==> src/rtl/mem_stage.sv <==
// mem_stage: MEM stage of the 5-stage RV32I pipeline, between ex_mem and mem_wb.
// Loads and stores run one byte per cycle over a byte-wide little-endian RAM port.
// Load data is sign- or zero-extended and returned on the rd write-back triple.
//
// Ports
//   clk, rst                  clock; synchronous active-high reset
//   rd_data_i/rd_addr_i/rd_enable_i  write-back triple from ex_mem
//   mem_op_i                  0 NONE,1 LB,2 LH,3 LW,4 LBU,5 LHU,6 SB,7 SH,8 SW, else NONE
//   mem_addr_i, st_data_i     effective address, store data
//   rd_data_o/rd_addr_o/rd_enable_o  write-back triple to mem_wb
//   stall_req_o               hold request to the stall controller
//   ram_a_o, ram_wr_o, ram_dout_o, ram_din_i  byte RAM port (read data one cycle late)
//   misalign_o                misaligned-access pulse
//
// Configuration
//   MEM_MISALIGN_TRAP_EN: misaligned LH/LHU/SH/LW/SW are rejected with a one-cycle
//   misalign_o pulse and no RAM access. Undefined: they run byte-serially as given.
module mem_stage #(
  parameter int unsigned ADDR_W = 32
) (
  input  logic              clk,
  input  logic              rst,
  input  logic [31:0]       rd_data_i,
  input  logic [4:0]        rd_addr_i,
  input  logic              rd_enable_i,
  input  logic [3:0]        mem_op_i,
  input  logic [31:0]       mem_addr_i,
  input  logic [31:0]       st_data_i,
  output logic [31:0]       rd_data_o,
  output logic [4:0]        rd_addr_o,
  output logic              rd_enable_o,
  output logic              stall_req_o,
  output logic [ADDR_W-1:0] ram_a_o,
  output logic              ram_wr_o,
  output logic [7:0]        ram_dout_o,
  input  logic [7:0]        ram_din_i,
  output logic              misalign_o
);

  localparam logic [3:0] OpLb  = 4'd1;
  localparam logic [3:0] OpLh  = 4'd2;
  localparam logic [3:0] OpLbu = 4'd4;
  localparam logic [3:0] OpLhu = 4'd5;

  typedef enum logic [1:0] {StIdle, StBusy, StDone} state_e;

  // Access size in bytes; 0 means no memory operation.
  function automatic logic [2:0] op_size(input logic [3:0] op);
    case (op)
      4'd1, 4'd4, 4'd6: op_size = 3'd1;
      4'd2, 4'd5, 4'd7: op_size = 3'd2;
      4'd3, 4'd8:       op_size = 3'd4;
      default:          op_size = 3'd0;
    endcase
  endfunction

  function automatic logic is_load(input logic [3:0] op);
    is_load = (op >= 4'd1) && (op <= 4'd5);
  endfunction

  function automatic logic is_store(input logic [3:0] op);
    is_store = (op >= 4'd6) && (op <= 4'd8);
  endfunction

  state_e             state_q, state_d;
  logic [2:0]         cnt_q, cnt_d;
  logic [3:0]         op_q;
  logic [ADDR_W-1:0]  addr_q;
  logic [31:0]        st_q;
  logic [31:0]        buf_q;
  logic [4:0]         rd_addr_q;
  logic               rd_en_q;

  logic               misaligned;
  logic               start;
  logic [1:0]         cap_idx;
  logic [31:0]        load_ext;

`ifdef MEM_MISALIGN_TRAP_EN
  assign misaligned = ((op_size(mem_op_i) == 3'd2) && mem_addr_i[0]) ||
                      ((op_size(mem_op_i) == 3'd4) && (mem_addr_i[1:0] != 2'b00));
`else
  assign misaligned = 1'b0;
`endif

  assign start      = (state_q == StIdle) && (op_size(mem_op_i) != 3'd0) && !misaligned && !rst;
  assign misalign_o = (state_q == StIdle) && misaligned && !rst;
  // Byte k-1 returns while cnt is k, since read data lags the address by a cycle.
  assign cap_idx    = cnt_q[1:0] - 2'd1;

  always_comb begin
    load_ext = buf_q;
    case (op_q)
      OpLb:    load_ext = {{24{buf_q[7]}}, buf_q[7:0]};
      OpLh:    load_ext = {{16{buf_q[15]}}, buf_q[15:0]};
      OpLbu:   load_ext = {24'b0, buf_q[7:0]};
      OpLhu:   load_ext = {16'b0, buf_q[15:0]};
      default: load_ext = buf_q;
    endcase
  end

  always_comb begin
    state_d     = state_q;
    cnt_d       = cnt_q;
    rd_data_o   = rd_data_i;
    rd_addr_o   = rd_addr_i;
    rd_enable_o = rd_enable_i;
    stall_req_o = 1'b0;
    ram_a_o     = '0;
    ram_wr_o    = 1'b0;
    ram_dout_o  = 8'h00;
    unique case (state_q)
      StIdle: begin
        if (start) begin
          ram_a_o     = mem_addr_i[ADDR_W-1:0];
          ram_wr_o    = is_store(mem_op_i);
          ram_dout_o  = st_data_i[7:0];
          stall_req_o = 1'b1;
          rd_enable_o = 1'b0;
          state_d     = StBusy;
          cnt_d       = 3'd1;
        end else if (misalign_o) begin
          rd_enable_o = 1'b0;
        end
      end
      StBusy: begin
        rd_enable_o = 1'b0;
        // Stall covers the start cycle plus BUSY cycles that still issue a byte,
        // so it is high for exactly N cycles; the final BUSY cycle only collects data.
        if (cnt_q < op_size(op_q)) begin
          ram_a_o     = addr_q + ADDR_W'(cnt_q);
          ram_wr_o    = is_store(op_q);
          ram_dout_o  = st_q[{cnt_q[1:0], 3'b000} +: 8];
          stall_req_o = 1'b1;
          cnt_d       = cnt_q + 3'd1;
        end else begin
          state_d = StDone;
        end
      end
      StDone: begin
        rd_data_o   = load_ext;
        rd_addr_o   = rd_addr_q;
        rd_enable_o = is_load(op_q) && rd_en_q && (rd_addr_q != 5'd0);
        state_d     = StIdle;
        cnt_d       = 3'd0;
      end
      default: begin
        state_d = StIdle;
        cnt_d   = 3'd0;
      end
    endcase
  end

  always_ff @(posedge clk) begin
    if (rst) begin
      state_q   <= StIdle;
      cnt_q     <= 3'd0;
      op_q      <= 4'd0;
      addr_q    <= '0;
      st_q      <= 32'h0;
      buf_q     <= 32'h0;
      rd_addr_q <= 5'd0;
      rd_en_q   <= 1'b0;
    end else begin
      state_q <= state_d;
      cnt_q   <= cnt_d;
      if (start) begin
        op_q      <= mem_op_i;
        addr_q    <= mem_addr_i[ADDR_W-1:0];
        st_q      <= st_data_i;
        rd_addr_q <= rd_addr_i;
        rd_en_q   <= rd_enable_i;
        buf_q     <= 32'h0;
      end
      if ((state_q == StBusy) && is_load(op_q)) begin
        buf_q[{cap_idx, 3'b000} +: 8] <= ram_din_i;
      end
    end
  end

endmodule

==> config.mk <==
export PLATFORM = sky130hd
export DESIGN_NAME = mem_stage
export DESIGN_NICKNAME = d
export VERILOG_FILES = /design/src/rtl/mem_stage.sv
export SDC_FILE = /design/constraint.sdc
export NUM_CORES = 1
export LEC_CHECK = 0
export CAP_MARGIN = 0
export CORE_ASPECT_RATIO = 2
export CORE_MARGIN = 5
export CORE_UTILIZATION = 47
export DETAILED_ROUTE_END_ITERATION = 6
export PLACE_DENSITY = 0.86
export SLEW_MARGIN = 5
export SYNTH_ARGS = -nofsm -noshare
export SYNTH_HDL_FRONTEND = slang
export SYNTH_SLANG_ARGS = --single-unit
==> constraint.sdc <==
create_clock -name clk -period 4.7 [get_ports clk]
set_input_delay 1.41 -clock clk [delete_from_list [all_inputs] [get_ports clk]]
set_output_delay 1.41 -clock clk [all_outputs]
set_load 0.005 [all_outputs]
== Word-level counts from Yosys, hierarchy flattened ==
Memory sizes are Yosys's and may differ from the RTL's. A register that Yosys moved wholly into a read port is not among the register bits.
Cells that the tools add are included.

* Output and inout port bits: 81
* Register bits: 111
* Logic and storage cells: 77
* Memories kept: 2
* Bits in read-only memories: 96

* Eq/ne operators: 9
* Order comparisons: 7
* Reductions and logical operators: 14
* Add/sub/neg operators: 4
* Muxes and demuxes: 30
* Shift operators: 3

{| class="wikitable"
|+ Memories
! name !! words !! width !! read ports !! clocked after memory_dff !! wr ports !! RTL line !! text
|-
| (name not given) || 16 || 3 || 1 || 1 || 0 || 49 || <nowiki>case (op)</nowiki>
|-
| (name not given) || 16 || 3 || 1 || 0 || 0 || 49 ||
|}

{| class="wikitable"
|+ Operators by type and width
! cell !! count
|-
| 32-bit two-way mux || 6
|-
| 32-bit one-hot mux with 4 select lines || 1
|-
| 32-bit one-hot mux with 2 select lines || 1
|-
| 32-bit by 3-bit adder with 32-bit output || 1
|-
| 32-bit bitwise mux || 1
|-
| 8-bit by 7-bit variable shift with 32-bit output, first input constant || 1
|-
| 32-bit by 6-bit indexed part select with 8-bit output || 1
|-
| 8-bit by 7-bit indexed part select with 32-bit output || 1
|-
| 8-bit two-way mux || 2
|-
| 8-bit one-hot mux with 2 select lines || 1
|-
| 3-bit two-way mux || 3
|-
| 4-bit by 3-bit == test with 1-bit output, second input constant || 2
|-
| 4-bit by 3-bit greater-or-equal comparator with 1-bit output, second input constant || 2
|-
| 4-bit <= comparator, second input constant || 2
|-
| 1-bit logical AND || 8
|-
| 4-bit two-way mux || 2
|-
| 5-bit negator with 7-bit output || 1
|-
| 2-bit inequality test, second input constant || 3
|-
| 3-bit one-hot mux with 2 select lines || 1
|-
| 1-bit two-way mux || 5
|-
| 5-bit two-way mux || 1
|-
| 5-bit nonzero test || 1
|-
| 4-bit by 1-bit == test with 1-bit output, second input constant || 1
|-
| 4-bit by 2-bit == test with 1-bit output, second input constant || 1
|-
| 15 further kinds || 18
|}

== Logic depth before layout (Yosys ltp) ==
An unclocked memory read counts as a cell.

* Depth in word-level cells: 8
* Depth in mapped cells: 9
* Depth with buffers taken out: 8

== Worst setup path after synthesis ==
Ideal clock, no wire load.

* Path type: input to output
* Start point: in mem_op_i[3]
* End point: out stall_req_o
* Arrival time: 2759 ps
* Cell stages on the path: 8
* Slack: 531 ps
* Cells stage by stage: buf_2 > or4_4 > nand2_2 > or3_1 > buf_2 > buf_4 > buf_4 > nand2_1

* Cells in the longest elaborated chain, start to end: 6

{| class="wikitable"
|+ Ends and longest elaborated chain
! item !! RTL line !! text
|-
| start: declaration || 26 || <nowiki>input logic [3:0] mem_op_i,</nowiki>
|-
| memory read 16 x 3 bit || -- ||
|-
| 3-bit nonzero test || 86 || <nowiki>assign start = (state_q == StIdle) && (op_size(mem_op_i) != 3'd0) && !misaligned && !rst;</nowiki>
|-
| 1-bit logical AND (2 in a row) || 86 ||
|-
| 1-bit two-way mux || 114 || <nowiki>if (start) begin</nowiki>
|-
| 1-bit one-hot mux with 2 select lines || 112 || <nowiki>unique case (state_q)</nowiki>
|-
| end: declaration || 32 || <nowiki>output logic stall_req_o,</nowiki>
|}

No other way between the ends.

== Final worst setup path ==
* Start point: in mem_op_i[1]
* End point: out stall_req_o

The elaborated chain is that of the path after synthesis.

==> impl_metrics.tcl <==
set metrics [dict create \
    multi_input_area_mm2 0.00375 \
    fin_area_mm2 0.00935 \
    fmax_mhz 217 \
    synth_cell_type_count 61 \
    synthesis.nets 931 \
    post-route-util_pct 70.4 \
    wl_per_cell_um 16.3 \
    cpLargestDelayFamily "buffers and inverters" \
    die_h_um 174 \
    slowest_stage "clkdlybuf4s50_1" \
    ys_top_cells_by_area "dfxtp_1 36%, nand2_1 14%, a21oi_1 5.9%" \
    fin_crit_sh_pct 98.2 \
    rows 60 \
    start_util_pct 47.4 \
    maxSlewViolCount 0 \
    path_clk_slew_ps 50 \
    ir_worst_vdd_mv 0.269 \
    synthArstFlopShare_pct 0 \
    io_buffers 195 \
    nets 1157 \
    worstPathCellList "clkdlybuf4s15_1 -> o31ai_4 -> nand2_4 -> buf_4 -> or3_2 -> nand2_1 -> clkdlybuf4s50_1" \
    antenna_found_initial 1 \
    worst_slack_ps 82.5 \
    vias 6668 \
    ios 197 \
    grt_usage_pct 24.3 \
    ys.warnings.count 0 \
    power_density_mw_per_mm2 317 \
    synth_most_common_cell "nand2_1" \
    status "completed" \
    relSlewSlack_pct 49.1 \
    worstPathArrival_ps 3210 \
    cts_hold_buf 0 \
    syn_inst 804 \
    grt_pass1_vias 6601 \
    synth_edf_count 0 \
    seqCellArea_mm2 0.00228 \
    netlist_area_mm2 0.00630 \
    worst_setup_path_end_kind "output pin" \
    rsz0062_at_grt "false" \
    grt_first_pass_wirelength_um 31700 \
    grt_max_degree 67 \
    avgSynthCellArea_um2 7.84 \
    critPathKind "in2out" \
    ys_ff_latch 114 \
    cp.required_ps 3290 \
    period_minus_slack_ps 4620 \
    cts_buffers 17 \
    start_kind "input port" \
    gp_congestion 0.804 \
    n_fill_cell 1041 \
    drt_iter0_markers 426 \
    area_growth_pct 48.4 \
    drive_gt1_share_pct 13.5 \
    finalNonFillerCells 1198 \
    hp-class "reg2reg" \
    power_leakage_nw 3.87 \
    clk_path_buf_depth 2 \
    synth_ff_type "dfxtp_1" \
    die_x_um 91.9 \
    critPathMaxFanout 3 \
    synth_top_area_share_pct 36.2 \
    setup-violations-final 0 \
    postRouteAntennaNets 0 \
    vias_per_cell 5.57 \
    n_antenna_cell 0 \
    drc_errors 0 \
    pre_cts_ws_ps -301 \
    cts_root_buf "clkbuf_16" \
    clkLatencyLatePin_ps 410 \
    drtPass1Iterations 6 \
    holdWs_ps 459 \
    cap_violations 0 \
    max_stage_delay_ps 500 \
    tightest_slew_ps 763 \
    wl_um 19500 \
    yosys.area.top_type "dfxtp_1" \
    finalClockSkew_ps 7.76 \
    placed_area_mm2 0.00869 \
    ys_seq_area_share_pct 36.2 \
    placed_cells 1162 \
    dp_hpwl_um 13900 \
    cts.sinks 114 \
    critPathBufInv 3 \
    hold_viol 0 \
    gr-total-overflow 0 \
    fp.dieArea_mm2 0.0160 \
    synthTopCellsByCount "238 x nand2_1, 114 x dfxtp_1, 74 x a21oi_1, 49 x o21ai_0, 34 x clkbuf_1" \
    htreeDepth 4 \
    cts_tree "built" \
    core-area_mm2 0.0133 \
]
==> sequential cells by signal (all words and copies together), names as in the netlist, named ones only <==
| signal | flops |
|---|---|
| addr_q | 32 |
| buf_q | 32 |
| st_q | 32 |
| rd_addr_q | 5 |
| op_q | 4 |
| cnt_q | 3 |
| state_q | 2 |
| rd_en_q | 1 |
==> tightest hold or removal path, cell delays in order, from the launching register on <==
cell and delay [ps]:
dfxtp_1 300, nand2_1 50, a21oi_1 60
==> per-stage QoR <==
step | total power [mW] | setup TNS [ps]
2_1_floorplan | 1.33 | 0
3_3_place_gp | 1.59 | -9320
3_5_place_dp | 1.61 | -10240
4_1_cts | 2.97 | 0
5_1_grt | 3.08 | 0
6_report | 2.96 | 0
==> what timing repair did <==
action,4_1_cts,5_1_grt
setup buffers,3,0
pin swaps,2,2
hold endpoints to repair,0,0
resized for setup,53,4
endpoints found under the setup margin,42,9
gates cloned,1,0
==> layout by cell type, fill, tap and decap left out, types with 10 or more instances in the layout <==
cell and n:
inv_1 11, ha_1 10, a22o_1 33, clkdlybuf4s50_1 149
xnor2_1 26, nand3b_1 25, clkbuf_16 17, buf_4 66
dfxtp_1 114, nor2b_1 15, a21oi_1 74, o21ai_0 48
dlygate4sd2_1 42, nor3_1 14, nand2_1 237, nor2_1 24
==> per-layer routing <==
layer / wire (µm) / up-vias / share of wire (%) / global-route usage (%)
li1: - / 3227 / - / -
met2: 9920 / 282 / 51 / 41.9
met5: 12 / - / 0.061 / 0
met3: 1350 / 48 / 6.9 / 6.26
met4: 492 / 2 / 2.5 / 8.87
met1: 7760 / 3109 / 40 / 28.6
==> worst paths after layout <==
check             cells past startpoint  slack [ps]                   end                  start
setup / recovery                      7          80           stall_req_o            mem_op_i[1]
hold / removal                        2         460  st_q[3]$_SDFFE_PP0N_   st_q[3]$_SDFFE_PP0N_
setup reg to reg                      6        2450  buf_q[29]$_SDFF_PP0_  cnt_q[0]$_SDFFE_PP0P_
hold reg to reg                       2         460  st_q[3]$_SDFFE_PP0N_   st_q[3]$_SDFFE_PP0N_
==> power by group <==
group / internal [mW] / switching, mW
clock network: 0.892 / 0.481
registers: 1.02 / 0.0437
logic: 0.289 / 0.240
==> cell families after synthesis <==
logic type      Yosys count  synth area share (%)
simple gates            374                  28.6
flops                   114                  36.2
other cells               1                0.0595
compound gates          193                  20.3
buf+inv                  68                  4.82
mux                      10                  3.18
xor+xnor                 33                  4.59
fa+ha+maj                11                  2.30
==> layout make-up <==
cell class / instances / area share, %
Inverter: 11 / 0.441
Clock inverter: 15 / 2.23
Tap cell: 155 / 2.07
Timing Repair Buffer: 264 / 26.2
Sequential cell: 114 / 24.4
Clock buffer: 17 / 4.55
Multi-Input combinational cell: 622 / 40.1
(Power assumes the default switching activity.)
